`src/rtl/hawkes_thinning_stage_pkg.sv`:
```
// Shared types and widths for the Hawkes thinning stage.
package hawkes_thinning_stage_pkg;
    localparam int              LAMBDA_W   = 12;
    localparam int              TIME_W     = 16;
    localparam logic [11:0]     LAMBDA_MAX = 12'hFFF;
    localparam logic [3:0]      BETA_MAX   = 4'd11;

    typedef enum logic [1:0] {
        ST_IDLE,
        ST_RUN,
        ST_DONE
    } state_e;
endpackage

```
`src/rtl/hawkes_thinning_stage_event_fifo.sv`:
```
// Show-ahead synchronous FIFO holding event timestamps; flush empties it in one cycle.
module event_fifo
    import hawkes_thinning_stage_pkg::*;
#(
    parameter int DEPTH = 4
) (
    input  logic              clk,
    input  logic              rst_n,
    input  logic              flush_i,
    input  logic              push_i,
    input  logic [TIME_W-1:0] din_i,
    input  logic              pop_i,
    output logic [TIME_W-1:0] dout_o,
    output logic              full_o,
    output logic              empty_o
);
    localparam int AW = $clog2(DEPTH);

    logic [TIME_W-1:0] mem_q [DEPTH];
    logic [AW:0]       wr_q, rd_q;
    logic              do_push, do_pop;

    assign empty_o = (wr_q == rd_q);
    assign full_o  = (wr_q[AW] != rd_q[AW]) && (wr_q[AW-1:0] == rd_q[AW-1:0]);
    assign do_pop  = pop_i && !empty_o;
    // A full FIFO still accepts a push when the head leaves in the same cycle.
    assign do_push = push_i && (!full_o || do_pop);
    assign dout_o  = empty_o ? '0 : mem_q[rd_q[AW-1:0]];

    always_ff @(posedge clk or negedge rst_n) begin
        if (!rst_n) begin
            wr_q <= '0;
            rd_q <= '0;
            for (int i = 0; i < DEPTH; i++) mem_q[i] <= '0;
        end else if (flush_i) begin
            wr_q <= '0;
            rd_q <= '0;
        end else begin
            if (do_push) begin
                mem_q[wr_q[AW-1:0]] <= din_i;
                wr_q                <= wr_q + (AW+1)'(1);
            end
            if (do_pop) rd_q <= rd_q + (AW+1)'(1);
        end
    end
endmodule

```
`src/rtl/hawkes_thinning_stage.sv`:
```
// Discrete-time Hawkes process: intensity decays toward mu, jumps by alpha on each event.
module hawkes_thinning_stage
    import hawkes_thinning_stage_pkg::*;
#(
    parameter int DEPTH = 4
) (
    input  logic                clk,
    input  logic                rst_n,
    input  logic                start,
    input  logic [15:0]         n_steps,
    input  logic [11:0]         mu,
    input  logic [11:0]         alpha,
    input  logic [3:0]          beta_shift,
    input  logic [7:0]          rnd,
    input  logic                rnd_valid,
    output logic                busy,
    output logic                done,
    output logic [11:0]         lambda,
    output logic [15:0]         ev_count,
    output logic                overflow,
    output logic                ev_valid,
    output logic [TIME_W-1:0]   ev_time,
    input  logic                ev_ready
);
    state_e              state_q, state_d;
    logic [15:0]         n_q;
    logic [11:0]         mu_q, alpha_q;
    logic [3:0]          beta_q;
    logic [11:0]         lambda_q, lambda_d;
    logic [TIME_W-1:0]   t_q, t_d;
    logic [15:0]         cnt_q, cnt_d;
    logic                ovf_q, ovf_d;
    logic                start_ok, hit, flush, push, pop, fifo_full, fifo_empty;
    logic [11:0]         decay;
    logic [12:0]         sum;

    assign start_ok = start && (state_q != ST_RUN);
    assign hit      = rnd < lambda_q[11:4];
    // lambda >= mu always holds, so the subtraction cannot wrap.
    assign decay    = (lambda_q - mu_q) >> beta_q;
    assign sum      = {1'b0, lambda_q - decay} + {1'b0, hit ? alpha_q : 12'd0};
    assign pop      = ev_valid && ev_ready;

    always_comb begin
        state_d  = state_q;
        lambda_d = lambda_q;
        t_d      = t_q;
        cnt_d    = cnt_q;
        ovf_d    = ovf_q;
        flush    = 1'b0;
        push     = 1'b0;
        case (state_q)
            ST_RUN: begin
                if (n_q == 16'd0) begin
                    state_d = ST_DONE;
                end else if (rnd_valid) begin
                    lambda_d = sum[12] ? LAMBDA_MAX : sum[11:0];
                    t_d      = t_q + 16'd1;
                    if (hit) begin
                        push  = 1'b1;
                        cnt_d = cnt_q + 16'd1;
                        if (fifo_full && !pop) ovf_d = 1'b1;
                    end
                    if (t_q == n_q - 16'd1) state_d = ST_DONE;
                end
            end
            default: begin
                if (start) begin
                    state_d  = ST_RUN;
                    lambda_d = mu;
                    t_d      = '0;
                    cnt_d    = '0;
                    ovf_d    = 1'b0;
                    flush    = 1'b1;
                end
            end
        endcase
    end

    always_ff @(posedge clk or negedge rst_n) begin
        if (!rst_n) begin
            state_q  <= ST_IDLE;
            lambda_q <= '0;
            t_q      <= '0;
            cnt_q    <= '0;
            ovf_q    <= 1'b0;
            n_q      <= '0;
            mu_q     <= '0;
            alpha_q  <= '0;
            beta_q   <= '0;
        end else begin
            state_q  <= state_d;
            lambda_q <= lambda_d;
            t_q      <= t_d;
            cnt_q    <= cnt_d;
            ovf_q    <= ovf_d;
            if (start_ok) begin
                n_q     <= n_steps;
                mu_q    <= mu;
                alpha_q <= alpha;
                beta_q  <= (beta_shift > BETA_MAX) ? BETA_MAX : beta_shift;
            end
        end
    end

    event_fifo #(.DEPTH(DEPTH)) u_fifo (
        .clk     (clk),
        .rst_n   (rst_n),
        .flush_i (flush),
        .push_i  (push),
        .din_i   (t_q),
        .pop_i   (pop),
        .dout_o  (ev_time),
        .full_o  (fifo_full),
        .empty_o (fifo_empty)
    );

    assign ev_valid = !fifo_empty;
    assign busy     = (state_q == ST_RUN);
    assign done     = (state_q == ST_DONE);
    assign lambda   = lambda_q;
    assign ev_count = cnt_q;
    assign overflow = ovf_q;
endmodule

```
`config.mk`:
```
export PLATFORM = sky130hd
export DESIGN_NAME = hawkes_thinning_stage
export DESIGN_NICKNAME = d
export VERILOG_FILES = /design/src/rtl/hawkes_thinning_stage_pkg.sv /design/src/rtl/hawkes_thinning_stage_event_fifo.sv /design/src/rtl/hawkes_thinning_stage.sv
export SDC_FILE = /design/constraint.sdc
export NUM_CORES = 1
export LEC_CHECK = 0
export CAP_MARGIN = 0
export CORE_ASPECT_RATIO = 1.75
export CORE_UTILIZATION = 39
export CTS_BUF_LIST = sky130_fd_sc_hd__clkbuf_4
export CTS_CLUSTER_DIAMETER = 30
export DETAILED_ROUTE_END_ITERATION = 16
export RECOVER_POWER = 100
export SETUP_SLACK_MARGIN = 0.4
export SYNTH_ARGS = -nofsm -noshare
export SYNTH_HDL_FRONTEND = slang
export SYNTH_SLANG_ARGS = --single-unit
```
`constraint.sdc`:
```
create_clock -name clk -period 5.8 [get_ports clk]
set_clock_uncertainty 0.1 [all_clocks]
set_input_delay 1.16 -clock clk [delete_from_list [all_inputs] [get_ports clk]]
set_output_delay 1.16 -clock clk [all_outputs]
set_load 0.02 [all_outputs]
```
Word level (Yosys, flattened, before mapping)
Index checks and enable logic that the tools add are counted.
Storage, ports and cells
  flip-flop bits (word level): 161
  input port bits: 57
  logic and storage cells: 108
Operators by class
  $add $sub $neg: 8
  magnitude comparators: 5
  equal/unequal tests: 13
  shift-type cells: 1
  muxes and demuxes: 43
  bitwise logic cells: 3
  reduce and logical (&&, ||, !) cells: 20
Operator list (count)
  $mux W16: 12
  $mux W12: 6
  $bwmux W64: 1
  $add A16 B1 Y16 const B: 2
  $bmux W16 S2: 1
  $demux W16 S2: 1
  $sub A12 B12 Y12: 2
  $eq A16 B16 Y1: 1
  $logic_not A16 Y1: 1
  $sub A16 B1 Y16 const B: 1
  $add A12 B12 Y13: 1
  $mux W1: 12
  $mux W3: 4
  $shr A12 B4 Y12: 1
  $mux W2: 5
  $lt A8 B8 Y1: 1
  $logic_and A1 B1 Y1: 7
  $add A3 B1 Y3 const B: 2
  $ge A3 B3 Y1 const B: 2
  $ne A2 B1 Y1 const B: 3
  $not A2 Y3: 2
  $reduce_and A3 Y1: 2
  $reduce_bool A2 Y1: 3
  $reduce_and A5 Y1: 1
  16 further kinds: 19

Longest topological paths before layout
  word-level depth: 10
  mapped depth: 28

Modules after synthesis
From an unflattened synthesis, not the netlist that was laid out.
Unflattened totals
  cells, all modules: 1052
  area total of the unflattened synthesis: 10533.9 sq um
By module, submodules not included
  hawkes_thinning_stage: times used 1, cells an instance 826, area an instance 6892.9 sq um, sequential area each 2277.2 sq um
  event_fifo: times used 1, cells an instance 226, area an instance 3641.0 sq um, sequential area each 1751.7 sq um

Worst setup path before layout
OpenSTA, ideal clock, no wires.
  path type: register to register
  start: register lambda_q[0], in the netlist lambda[0]
  end: register lambda_q[0], in the netlist lambda[0]
  setup time: 132 ps
  data arrival time: 5641 ps
  path slack: -72 ps
  stages on the path, launching flop included: 28
  cell sequence: dfrtp_1 inv_1 ha_1 fa_1 nand2b_1 a21oi_1 o21ai_0 a21oi_1 mux2i_1 mux4_2 o2bb2ai_1 ha_1 inv_1 fa_1 a21o_1 a21oi_1 o21bai_1 a21oi_1 o21ai_0 or4_1 nand3_1 ha_1 or2_2 a211oi_1 nor2_1 clkbuf_1 o221ai_1 o21ai_0
Between the ends
  cells in the longest elaborated chain, start to end: 8
Ends and longest elaborated chain
  from (decl): line hawkes_thinning_stage.sv:29  | logic [11:0] lambda_q, lambda_d;
  from (signal assigned): line hawkes_thinning_stage.sv:93  | lambda_q <= lambda_d;
  $sub A12 B12 Y12: line hawkes_thinning_stage.sv:40  | assign decay = (lambda_q - mu_q) >> beta_q;
  $shr A12 B4 Y12: line hawkes_thinning_stage.sv:40
  $sub A12 B12 Y12 (*): line hawkes_thinning_stage.sv:41  | assign sum = {1'b0, lambda_q - decay} + {1'b0, hit ? alpha_q : 12'd0};
  $add A12 B12 Y13 (*): line hawkes_thinning_stage.sv:41
  $mux W12 (*): line hawkes_thinning_stage.sv:57  | lambda_d = sum[12] ? LAMBDA_MAX : sum[11:0];
  $mux W12 (*): line hawkes_thinning_stage.sv:56  | end else if (rnd_valid) begin
  $mux W12 (*): line hawkes_thinning_stage.sv:54  | if (n_q == 16'd0) begin
  $mux W12 (*): line hawkes_thinning_stage.sv:52  | case (state_q)
Every way passes the cells marked *; elsewhere a longest branch is shown, timed or not. The select of a mux whose other input is x is not followed.
A chain may end at the register's enable or synchronous reset.

Worst setup path after layout
  start: register lambda_q[5], in the netlist lambda[5]
  end: register lambda_q[9], in the netlist lambda[9]
Between the ends
  cells in the longest elaborated chain, start to end: 8
  elaborated cells on any way between the ends: 10
Ends and longest elaborated chain (line)
  $sub A12 B12 Y12: hawkes_thinning_stage.sv:40
  $shr A12 B4 Y12: hawkes_thinning_stage.sv:40
  $sub A12 B12 Y12: hawkes_thinning_stage.sv:41
  $add A12 B12 Y13 (*): hawkes_thinning_stage.sv:41
  $mux W12 (*): hawkes_thinning_stage.sv:57
  $mux W12 (*): hawkes_thinning_stage.sv:56
  $mux W12 (*): hawkes_thinning_stage.sv:54
  $mux W12 (*): hawkes_thinning_stage.sv:52
Marks and branches as above.

==> flow_metrics.tcl <==
set metrics [dict create \
    dpl.cell_count 1422 \
    reg2regPathDepth 24 \
    cts_buffers 17 \
    antenna_found_initial 2 \
    syn_area_mm2 0.0100 \
    post-route-period-util_pct 96.9 \
    fp.dieH_um 214 \
    grt_max_degree 68 \
    synth-seq-area-share_pct 40.3 \
    holdPathStages 2 \
    n_fill_cell 2400 \
    fmax_ghz 0.178 \
    hp-start "alpha_q[8]" \
    htreeDepth 4 \
    wirelength_um 28800 \
    status "finished, violations left" \
    antenna_left 0 \
    violations "max-capacitance violations, max-slew violations" \
    cp-start-kind "flop" \
    synth_top_area_share_pct 40.3 \
    syn_inst 1013 \
    root_buffer "clkbuf_4" \
    synthDistinctLibCells 82 \
    fin_crit_ns 5.62 \
    area_delta_synth_final_pct 23.5 \
    track_usage_pct 22.3 \
    rsz0062_at_grt "true" \
    via_count 8120 \
    tns_ns 0 \
    clk_latency_ns 0.58 \
    drv_slew 163 \
    grt_pass1_vias 8345 \
    vias_per_cell 5.50 \
    setup_viol_count_final 0 \
    layout-drive-gt1-share_pct 21.9 \
    nNetsFinal 1256 \
    drc 0 \
    reg2reg_to "lambda[9]" \
    ys_ff_latch 161 \
    clk_pin_slew_worst_paths_ns 0.14 \
    crit_type "flop to flop" \
    tightest_slew_ns 3.67 \
    end_kind "flop" \
    wl_per_cell_um 19.5 \
    worstPathArrival_ns 5.97 \
    hold_class "flop to flop" \
    dpl.hpwl_um 21200 \
    synth_async_sr_flop_share_pct 100 \
    max_cap_viol_count 3 \
    die_x_um 123 \
    portBuffers 104 \
    whs_ns 0.382 \
    synth_edf_count 0 \
    setup_slack_ns 0.180 \
    synth_nets 1123 \
    ys_warn_count 0 \
    cts_num_sinks 161 \
    fp.coreArea_mm2 0.0252 \
    hold_end "alpha_q[8]" \
    synth_top_area_cell "dfrtp_1" \
    grt_overflow 0 \
    num_rows 77 \
    synth_area_per_cell_um2 9.87 \
    cp.required_ns 6.15 \
    stdcell_count 1476 \
    cts_tree "built" \
    regToRegSetupSlack_ns 0.18 \
    clockBufferDepth 2 \
    synth_commonest_cells "dfrtp_1 (161), nand2_1 (150), mux2_2 (69), nor2_1 (61), ha_1 (50)" \
    pre_cts_ws_ns 0.0269 \
    final_hold_viol_count 0 \
    critPathMaxFanout 6 \
    grt_pass1_wl_um 43700 \
    gp_congestion 0.894 \
    ys.flop_type "dfrtp_1" \
    maxSlewHeadroom_pct -145 \
    io_pins 105 \
    synth.top_cells.by_area "dfrtp_1 (40%), mux2_2 (7.8%), ha_1 (6.3%), nand2_1 (5.6%), mux4_2 (4.3%)" \
    die_area_mm2 0.0263 \
    initial_core_util_pct 39.6 \
    synthMostInstantiatedCell "dfrtp_1" \
    drtPass1Iterations 5 \
    r2r_start "lambda[5]" \
    drt_iter0_markers 293 \
]
-- placed cells by master (no fill, tap or decap), types with 18 or more instances in the layout --
cell type        count
clkbuf_4            18
ha_1                36
nor2_1              60
a21oi_1             21
inv_1               35
xor2_1              34
dfrtp_1            154
clkdlybuf4s50_1     54
nor2b_1             22
mux4_2              19
mux2_2              67
dlygate4sd3_1       49
buf_4               51
o21ai_0             30
xnor2_1             38
nand2_1            152
-- worst max-delay path by stage --
stage                   start          to  slack [ns]  cells after the start
floorplan           lambda[0]   lambda[0]        0.41                     27
global placement    lambda[0]   lambda[0]        0.09                     27
detailed placement  lambda[0]  lambda[10]        0.03                     27
CTS                   mu_q[0]  lambda[10]        0.21                     26
global route          mu_q[0]  lambda[10]       -0.04                     28
finish              lambda[5]   lambda[9]        0.18                     24
-- metrics by stage --
stage	instance area [µm²]	utilization, %
finish	12300	48.9
detailed placement	11600	46.1
global placement	11600	46.1
CTS	12200	48.2
floorplan	10100	-
global route	12300	48.9
-- cells by family after synthesis --
family	count (synthesis)	share of synthesized area, %
AND/OR/NAND/NOR	361	17.5
AO/OA/AOI/OAI	181	12.4
flip-flops	161	40.3
multiplexers	95	12.8
buffers and inverters	88	3.48
XOR/XNOR	74	6.62
adder cells (fa/ha/maj)	53	6.86
-- worst max-delay path: stages, from the launching register on --
cell and delay (ns):
dfrtp_2 0.46, ha_4 0.27, o21a_4 0.21, nor2_4 0.11
a2111oi_4 0.07, o41a_1 0.49, or4_4 0.54, and3_4 0.21
o32a_4 0.24, ha_4 0.21, nor2b_1 0.12, o21ai_1 0.15
a21o_1 0.21, buf_4 0.13, nand2_1 0.05, xor2_1 0.15
ha_1 0.33, or2_2 0.32, a21oi_1 0.40, o31ai_4 0.14
nor2_4 0.12, nor2_4 0.06, buf_6 0.16, o221ai_1 0.16
o21ai_1 0.10
-- cell type report --
class	instances	area (µm²)	area share (%)
Antenna cell	2	5.00	0.0406
Multi-Input combinational cell	764	6040	48.9
Sequential cell	161	4040	32.7
Clock inverter	13	115	0.933
Timing Repair Buffer	163	1470	11.9
Inverter	39	149	1.21
Clock buffer	18	135	1.09
Tap cell	316	395	3.20
-- state kept, by name, summed over array words and instances, names as in the netlist --
name / flops
alpha_q: 12
beta_q: 4
ev_count: 16
lambda: 12
mu_q: 12
n_q: 16
overflow: 1
state_q: 2
t_q: 16
u_fifo.mem_q: 64
u_fifo.rd_q: 3
u_fifo.wr_q: 3
-- timing repair --
action	4_1_cts	5_1_grt
pin swaps	13	26
setup buffers	15	5
hold buffers	0	0
setup endpoints to repair	12	12
gates cloned	1	0
resized for setup	35	33
-- metal layers --
metal / GRT usage, % / part of all wire, % / vias to the layer above
met1: 22.6 / 37 / 3979
met4: 11.2 / 4.9 / 2
li1: - / - / 3874
met5: 0 / 0.028 / -
met2: 43.3 / 56 / 180
met3: 3.01 / 2.8 / 85
Power is left out: the tool's default activity adds up to more than one toggle a clock period on the data nets, which glitch-free logic cannot reach.
